$ cat src/rtl/fsm_mon_pkg.sv
// Shared types and constants for the FSM sequence monitor.
// Holds the monitor state enum and the encoding of the reported fault cause.
package fsm_mon_pkg;

    typedef enum logic [1:0] {
        S_IDLE  = 2'd0,
        S_TRACK = 2'd1,
        S_FAULT = 2'd2,
        S_LOCK  = 2'd3
    } state_e;

    localparam logic [1:0] CAUSE_NONE    = 2'b00;
    localparam logic [1:0] CAUSE_ILLEGAL = 2'b01;
    localparam logic [1:0] CAUSE_JUMP    = 2'b10;
    localparam logic [1:0] CAUSE_STALL   = 2'b11;

endpackage

$ cat src/rtl/fsm_sequence_monitor_sat_counter.sv
// Saturating up-counter with synchronous reset and clear.
// The clear input has priority over the increment input.
module sat_counter #(
    parameter int W = 8
) (
    input  logic         clk,
    input  logic         rst,
    input  logic         clr,
    input  logic         inc,
    output logic [W-1:0] count
);

    logic [W-1:0] count_r;

    // Count register: reset or clear to zero, otherwise increment until all-ones.
    always_ff @(posedge clk) begin
        if (rst) begin
            count_r <= {W{1'b0}};
        end else if (clr) begin
            count_r <= {W{1'b0}};
        end else if (inc && (count_r != {W{1'b1}})) begin
            count_r <= count_r + {{(W-1){1'b0}}, 1'b1};
        end else begin
            count_r <= count_r;
        end
    end

    assign count = count_r;

endmodule

$ cat src/rtl/fsm_sequence_monitor.sv
// Checker that follows an upstream FSM's state code through the cycle 0->1->..->N-1->0,
// reporting illegal codes, skipped states and stalls, and locking after repeated faults.
module fsm_sequence_monitor
    import fsm_mon_pkg::*;
#(
    parameter int CODE_W      = 3,
    parameter int NUM_STATES  = 4,
    parameter int STALL_MAX   = 16,
    parameter int CNT_W       = 8,
    parameter int FAULT_LIMIT = 3
) (
    input  logic              clk,
    input  logic              rst,
    input  logic [CODE_W-1:0] code_in,
    input  logic              code_valid,
    input  logic              clear_req,
    output logic              alarm,
    output logic              lock,
    output logic [1:0]        fault_cause,
    output logic              in_sync,
    output logic [CODE_W-1:0] last_code,
    output logic [CNT_W-1:0]  cycle_count
);

    localparam int STALL_W = $clog2(STALL_MAX + 1);
    localparam int FAULT_W = $clog2(FAULT_LIMIT + 1);
    localparam logic [CODE_W-1:0]  CODE_LAST  = CODE_W'(NUM_STATES - 1);
    localparam logic [STALL_W-1:0] STALL_LAST = STALL_W'(STALL_MAX - 1);
    localparam logic [FAULT_W-1:0] FAULT_LAST = FAULT_W'(FAULT_LIMIT - 1);

    state_e              state_r, state_nx_s;
    logic                alarm_r, alarm_nx_s;
    logic                lock_r, lock_nx_s;
    logic [1:0]          cause_r, cause_nx_s;
    logic                in_sync_r, in_sync_nx_s;
    logic [CODE_W-1:0]   last_code_r, last_code_nx_s;

    logic                fault_s;
    logic [1:0]          fault_kind_s;
    logic                cyc_inc_s, stall_inc_s, stall_clr_s;
    logic [CODE_W-1:0]   succ_s;
    logic [STALL_W-1:0]  stall_cnt_s;
    logic [FAULT_W-1:0]  fault_cnt_s;
    logic [CNT_W-1:0]    cycle_cnt_s;

    // State and output registers.
    always_ff @(posedge clk) begin
        if (rst) begin
            state_r     <= S_IDLE;
            alarm_r     <= 1'b0;
            lock_r      <= 1'b0;
            cause_r     <= CAUSE_NONE;
            in_sync_r   <= 1'b0;
            last_code_r <= {CODE_W{1'b0}};
        end else begin
            state_r     <= state_nx_s;
            alarm_r     <= alarm_nx_s;
            lock_r      <= lock_nx_s;
            cause_r     <= cause_nx_s;
            in_sync_r   <= in_sync_nx_s;
            last_code_r <= last_code_nx_s;
        end
    end

    // Next-state, fault detection and counter control.
    always_comb begin
        state_nx_s     = state_r;
        alarm_nx_s     = alarm_r;
        lock_nx_s      = lock_r;
        cause_nx_s     = cause_r;
        in_sync_nx_s   = in_sync_r;
        last_code_nx_s = last_code_r;
        fault_s        = 1'b0;
        fault_kind_s   = CAUSE_NONE;
        cyc_inc_s      = 1'b0;
        stall_inc_s    = 1'b0;
        stall_clr_s    = 1'b0;
        if (last_code_r == CODE_LAST) begin
            succ_s = {CODE_W{1'b0}};
        end else begin
            succ_s = last_code_r + {{(CODE_W-1){1'b0}}, 1'b1};
        end

        case (state_r)
            S_IDLE: begin
                if (!code_valid) begin
                    state_nx_s = S_IDLE;
                end else if (code_in > CODE_LAST) begin
                    fault_s      = 1'b1;
                    fault_kind_s = CAUSE_ILLEGAL;
                end else if (code_in == {CODE_W{1'b0}}) begin
                    state_nx_s     = S_TRACK;
                    in_sync_nx_s   = 1'b1;
                    last_code_nx_s = {CODE_W{1'b0}};
                    stall_clr_s    = 1'b1;
                end else begin
                    fault_s      = 1'b1;
                    fault_kind_s = CAUSE_JUMP;
                end
            end
            S_TRACK: begin
                if (!code_valid) begin
                    state_nx_s = S_TRACK;
                end else if (code_in > CODE_LAST) begin
                    fault_s      = 1'b1;
                    fault_kind_s = CAUSE_ILLEGAL;
                end else if (code_in == succ_s) begin
                    last_code_nx_s = code_in;
                    stall_clr_s    = 1'b1;
                    cyc_inc_s      = (last_code_r == CODE_LAST);
                end else if (code_in == last_code_r) begin
                    if (stall_cnt_s == STALL_LAST) begin
                        fault_s      = 1'b1;
                        fault_kind_s = CAUSE_STALL;
                    end else begin
                        stall_inc_s = 1'b1;
                    end
                end else begin
                    fault_s      = 1'b1;
                    fault_kind_s = CAUSE_JUMP;
                end
            end
            S_FAULT: begin
                // The clear takes effect regardless of any code presented alongside it.
                if (clear_req) begin
                    state_nx_s  = S_IDLE;
                    alarm_nx_s  = 1'b0;
                    cause_nx_s  = CAUSE_NONE;
                    stall_clr_s = 1'b1;
                end else begin
                    state_nx_s = S_FAULT;
                end
            end
            S_LOCK: begin
                state_nx_s = S_LOCK;
            end
            default: begin
                state_nx_s = S_IDLE;
            end
        endcase

        if (fault_s) begin
            cause_nx_s   = fault_kind_s;
            alarm_nx_s   = 1'b1;
            in_sync_nx_s = 1'b0;
            if (fault_cnt_s == FAULT_LAST) begin
                state_nx_s = S_LOCK;
                lock_nx_s  = 1'b1;
            end else begin
                state_nx_s = S_FAULT;
            end
        end else begin
            cause_nx_s = cause_nx_s;
        end
    end

    sat_counter #(.W(CNT_W)) u_cycle_cnt (
        .clk   (clk),
        .rst   (rst),
        .clr   (1'b0),
        .inc   (cyc_inc_s),
        .count (cycle_cnt_s)
    );

    sat_counter #(.W(STALL_W)) u_stall_cnt (
        .clk   (clk),
        .rst   (rst),
        .clr   (stall_clr_s),
        .inc   (stall_inc_s),
        .count (stall_cnt_s)
    );

    sat_counter #(.W(FAULT_W)) u_fault_cnt (
        .clk   (clk),
        .rst   (rst),
        .clr   (1'b0),
        .inc   (fault_s),
        .count (fault_cnt_s)
    );

    assign alarm       = alarm_r;
    assign lock        = lock_r;
    assign fault_cause = cause_r;
    assign in_sync     = in_sync_r;
    assign last_code   = last_code_r;
    assign cycle_count = cycle_cnt_s;

endmodule

$ cat config.mk
export PLATFORM = sky130hd
export DESIGN_NAME = fsm_sequence_monitor
export DESIGN_NICKNAME = d
export VERILOG_FILES = /design/src/rtl/fsm_mon_pkg.sv /design/src/rtl/fsm_sequence_monitor_sat_counter.sv /design/src/rtl/fsm_sequence_monitor.sv
export SDC_FILE = /design/constraint.sdc
export NUM_CORES = 1
export LEC_CHECK = 0
export CAP_MARGIN = 20
export CORE_MARGIN = 10
export CORE_UTILIZATION = 57
export CTS_CLUSTER_SIZE = 30
export DETAILED_ROUTE_END_ITERATION = 8
export GPL_TIMING_DRIVEN = 0
export PLACE_DENSITY = 0.84
export SLEW_MARGIN = 20
export SYNTH_ARGS = -nofsm -noshare
export SYNTH_HDL_FRONTEND = slang
export SYNTH_HIERARCHICAL = 1
export SYNTH_SLANG_ARGS = --single-unit
$ cat constraint.sdc
create_clock -name clk -period 6.61 [get_ports clk]
set_input_delay 1.322 -clock clk [delete_from_list [all_inputs] [get_ports clk]]
set_output_delay 1.322 -clock clk [all_outputs]
set_load 0.02 [all_outputs]
==> impl_metrics.json <==
{
  "status": "finished clean",
  "layout_setup_ws_ns": 3.048,
  "cp_cell_sequence": "clkdlybuf4s50_1 -> nand3_1 -> a211o_1 -> nor3_1 -> and4_1 -> a31oi_1 -> a2111oi_4",
  "layout-drive-gt1-share_pct": 10.42,
  "arrival_ns": 3.79,
  "worstSetupPathType": "in -> reg",
  "drt-total-wl_mm": 3.229,
  "period_minus_slack_ns": 3.562,
  "multiInputGateArea_sq_um": 923.4,
  "critPathMaxStageDelay_ns": 0.60,
  "cts.clk_slew.worst_paths_ns": 0.14,
  "route.detailed.drc": 0,
  "setup_viol": 0,
  "fmax_ghz": 0.2808,
  "leakagePower_nw": 0.6737,
  "gp_congestion": 0.8206,
  "drv_slew": 0,
  "slew_headroom_pct": 62.84,
  "synth_cells": 160,
  "die_w_um": 70.24,
  "hold_class": "reg -> reg",
  "cts_root_buf": "clkbuf_4",
  "skew_ns": 0.007425,
  "core_area_sq_um": 2432,
  "grt_usage_pct": 13.03,
  "syn_area_sq_um": 1439,
  "grt-ovfl-total": 0,
  "via_per_inst": 5.775,
  "place_hpwl_mm": 2.414,
  "async_flop_share_pct": 0,
  "synth_top_area_share_pct": 34.78,
  "ctsHoldBuffers": 0,
  "slowest_stage": "clkdlybuf4s50_1",
  "cts_resized": 0,
  "drtAntennaViolNets": 0,
  "setup_tns_ns": 0,
  "place.port_buffers": 21,
  "yosys_warnings": 6,
  "synth_ff_type": "dfxtp_1",
  "die_h_um": 70.24,
  "grt_max_degree": 14,
  "htree_levels": 1,
  "fill_cells": 198,
  "antenna_found_initial": 0,
  "worstSetupEndpointType": "flop",
  "period_share_pct": 53.89,
  "crit_path_start": "code_in[0]",
  "timing.rr.start": "last_code[1]",
  "clockBufferDepth": 2,
  "place_ws_ns": 2.760,
  "vias": 1282,
  "register_area_sq_um": 500.5,
  "final_net_count": 205,
  "path_buf_inv": 1,
  "drtIter0Drc": 85,
  "area_delta_synth_final_pct": 20.87,
  "worstSetupStartpointType": "input pin",
  "worstPathMaxFanout": 6,
  "dieArea_sq_um": 4934,
  "drt_pre_antenna_iters": 4,
  "power_density_nw_per_um2": 149.6,
  "cts_setup_buffers": 0,
  "grt_pass1_vias": 1287,
  "initial_core_util_pct": 59.16,
  "num_rows": 18,
  "peakVddDrop_mv": 0.1143,
  "synthDistinctLibCells": 51,
  "synth_edf_count": 0,
  "grt_pass1_wl_mm": 5.609,
  "cts_sinks": 25,
  "cp.required_ns": 6.84,
  "min_from": "fault_cause[0]",
  "diodes": 0,
  "cts_buffers": 3,
  "synth_top_area_cell": "dfxtp_1",
  "ys_seq_area_share_pct": 34.78,
  "worst_pin_slew_ns": 0.5562,
  "placed_cell_area_sq_um": 1713,
  "cts_tree": "yes",
  "synth_area_per_cell_sq_um": 8.993,
  "wl_per_cell_um": 14.55,
  "ioPinCount": 23,
  "final_cell_area_sq_um": 1739,
  "worstSkewPairLatency_ns": 0.31,
  "synth-seq-cells": 25,
  "finalHoldViolCount": 0,
  "synth_most_common_cell": "dfxtp_1",
  "synth_area_leaders": "dfxtp_1 35%, nand2_1 4.7%, ha_1 4.3%, xor2_1 3.7%, a21oi_1 3.5%",
  "cap_violations": 0,
  "cp_top_family": "simple AND/OR/NAND/NOR gates",
  "rsz0062_at_grt": "false",
  "finalPower_mw": 0.2601,
  "yosys-top-cells-count": "25 x dfxtp_1, 18 x nand2_1, 10 x a21oi_1"
}
[power breakdown]
part           total, mW  internal, mW  switching, mW
logic             0.0359        0.0157         0.0203
clock network     0.0671        0.0235         0.0435
registers          0.157         0.154        0.00328
total              0.260         0.193         0.0671
[state kept, by name (all words and copies together), names as in the netlist]
register,cells
u_stall_cnt/count,5
state_r,2
fault_cause,2
in_sync,1
last_code,3
lock,1
alarm,1
u_fault_cnt/count,2
u_cycle_cnt/count,8
[per-layer routing]
layer	global-route usage [%]	vias up	wire, um
met2	21.36	40	1515
li1	-	644	-
met5	0	-	0
met1	15.76	592	1477
met3	3.249	6	194
met4	5.044	0	41
[path summary, 6_finish.rpt]
check,slack (ns),depth (start not counted),to
worst max-delay path,3.05,7,u_cycle_cnt/count[5]
worst min-delay path,0.47,2,fault_cause[0]
worst max register to register,3.96,8,u_cycle_cnt/count[5]
worst min register to register,0.47,2,fault_cause[0]
[worst min-delay path, delay by kind of cell, from the launching register on]
kind               cells  cell delay, ns
and+or+nand+nor        1            0.05
AOI/OAI and AO/OA      1            0.06
DFF                    1            0.33
[stage by stage]
step	hold slack, ns	util [%]	cells
2_1_floorplan	0.4477	-	167
3_3_place_gp	0.4451	70.42	218
3_5_place_dp	0.4561	70.42	218
4_1_cts	0.4743	71.50	222
5_1_grt	0.5132	71.50	222
6_report	0.4747	71.50	222
[placed cells by master (no fill, tap or decap), types with 2 or more instances in the layout]
cell type         n
o21ai_0           3
or4_1             3
and3_1            5
dfxtp_1          25
a21o_1            2
nor3_2            2
a21oi_1          10
inv_1             5
conb_1            8
nor2_1            7
clkbuf_1          3
nand2b_4          2
clkdlybuf4s50_1  21
ha_1              5
xor2_1            6
and3b_1           2
or2_2             2
and4_1            2
nand2b_1          3
xnor2_1           2
a21boi_1          2
nor3b_1           2
nand2_1          18
nor3_1            3
mux2i_1           5
nand3b_1          2
nand3_1           6
a31oi_1           2
clkbuf_4          3
nand4_1           3
or3_1             6
[kinds of logic after synthesis]
group           share of synthesized area (%)
buf+inv                                 2.870
simple gates                            31.65
flops                                   34.78
compound gates                          17.74
fa+ha+maj                               4.348
mux                                     3.478
other cells                            0.2606
xor+xnor                                4.870
[final cells by class]
| class | count | share of cell area, % |
|---|---|---|
| multi-input combinational | 132 | 53.09 |
| tap | 30 | 2.158 |
| inverter | 7 | 1.511 |
| timing repair buffer | 21 | 12.09 |
| clock buffer | 4 | 1.511 |
| sequential | 25 | 28.78 |
| buffer | 3 | 0.8633 |
(Power assumes the default switching activity.)
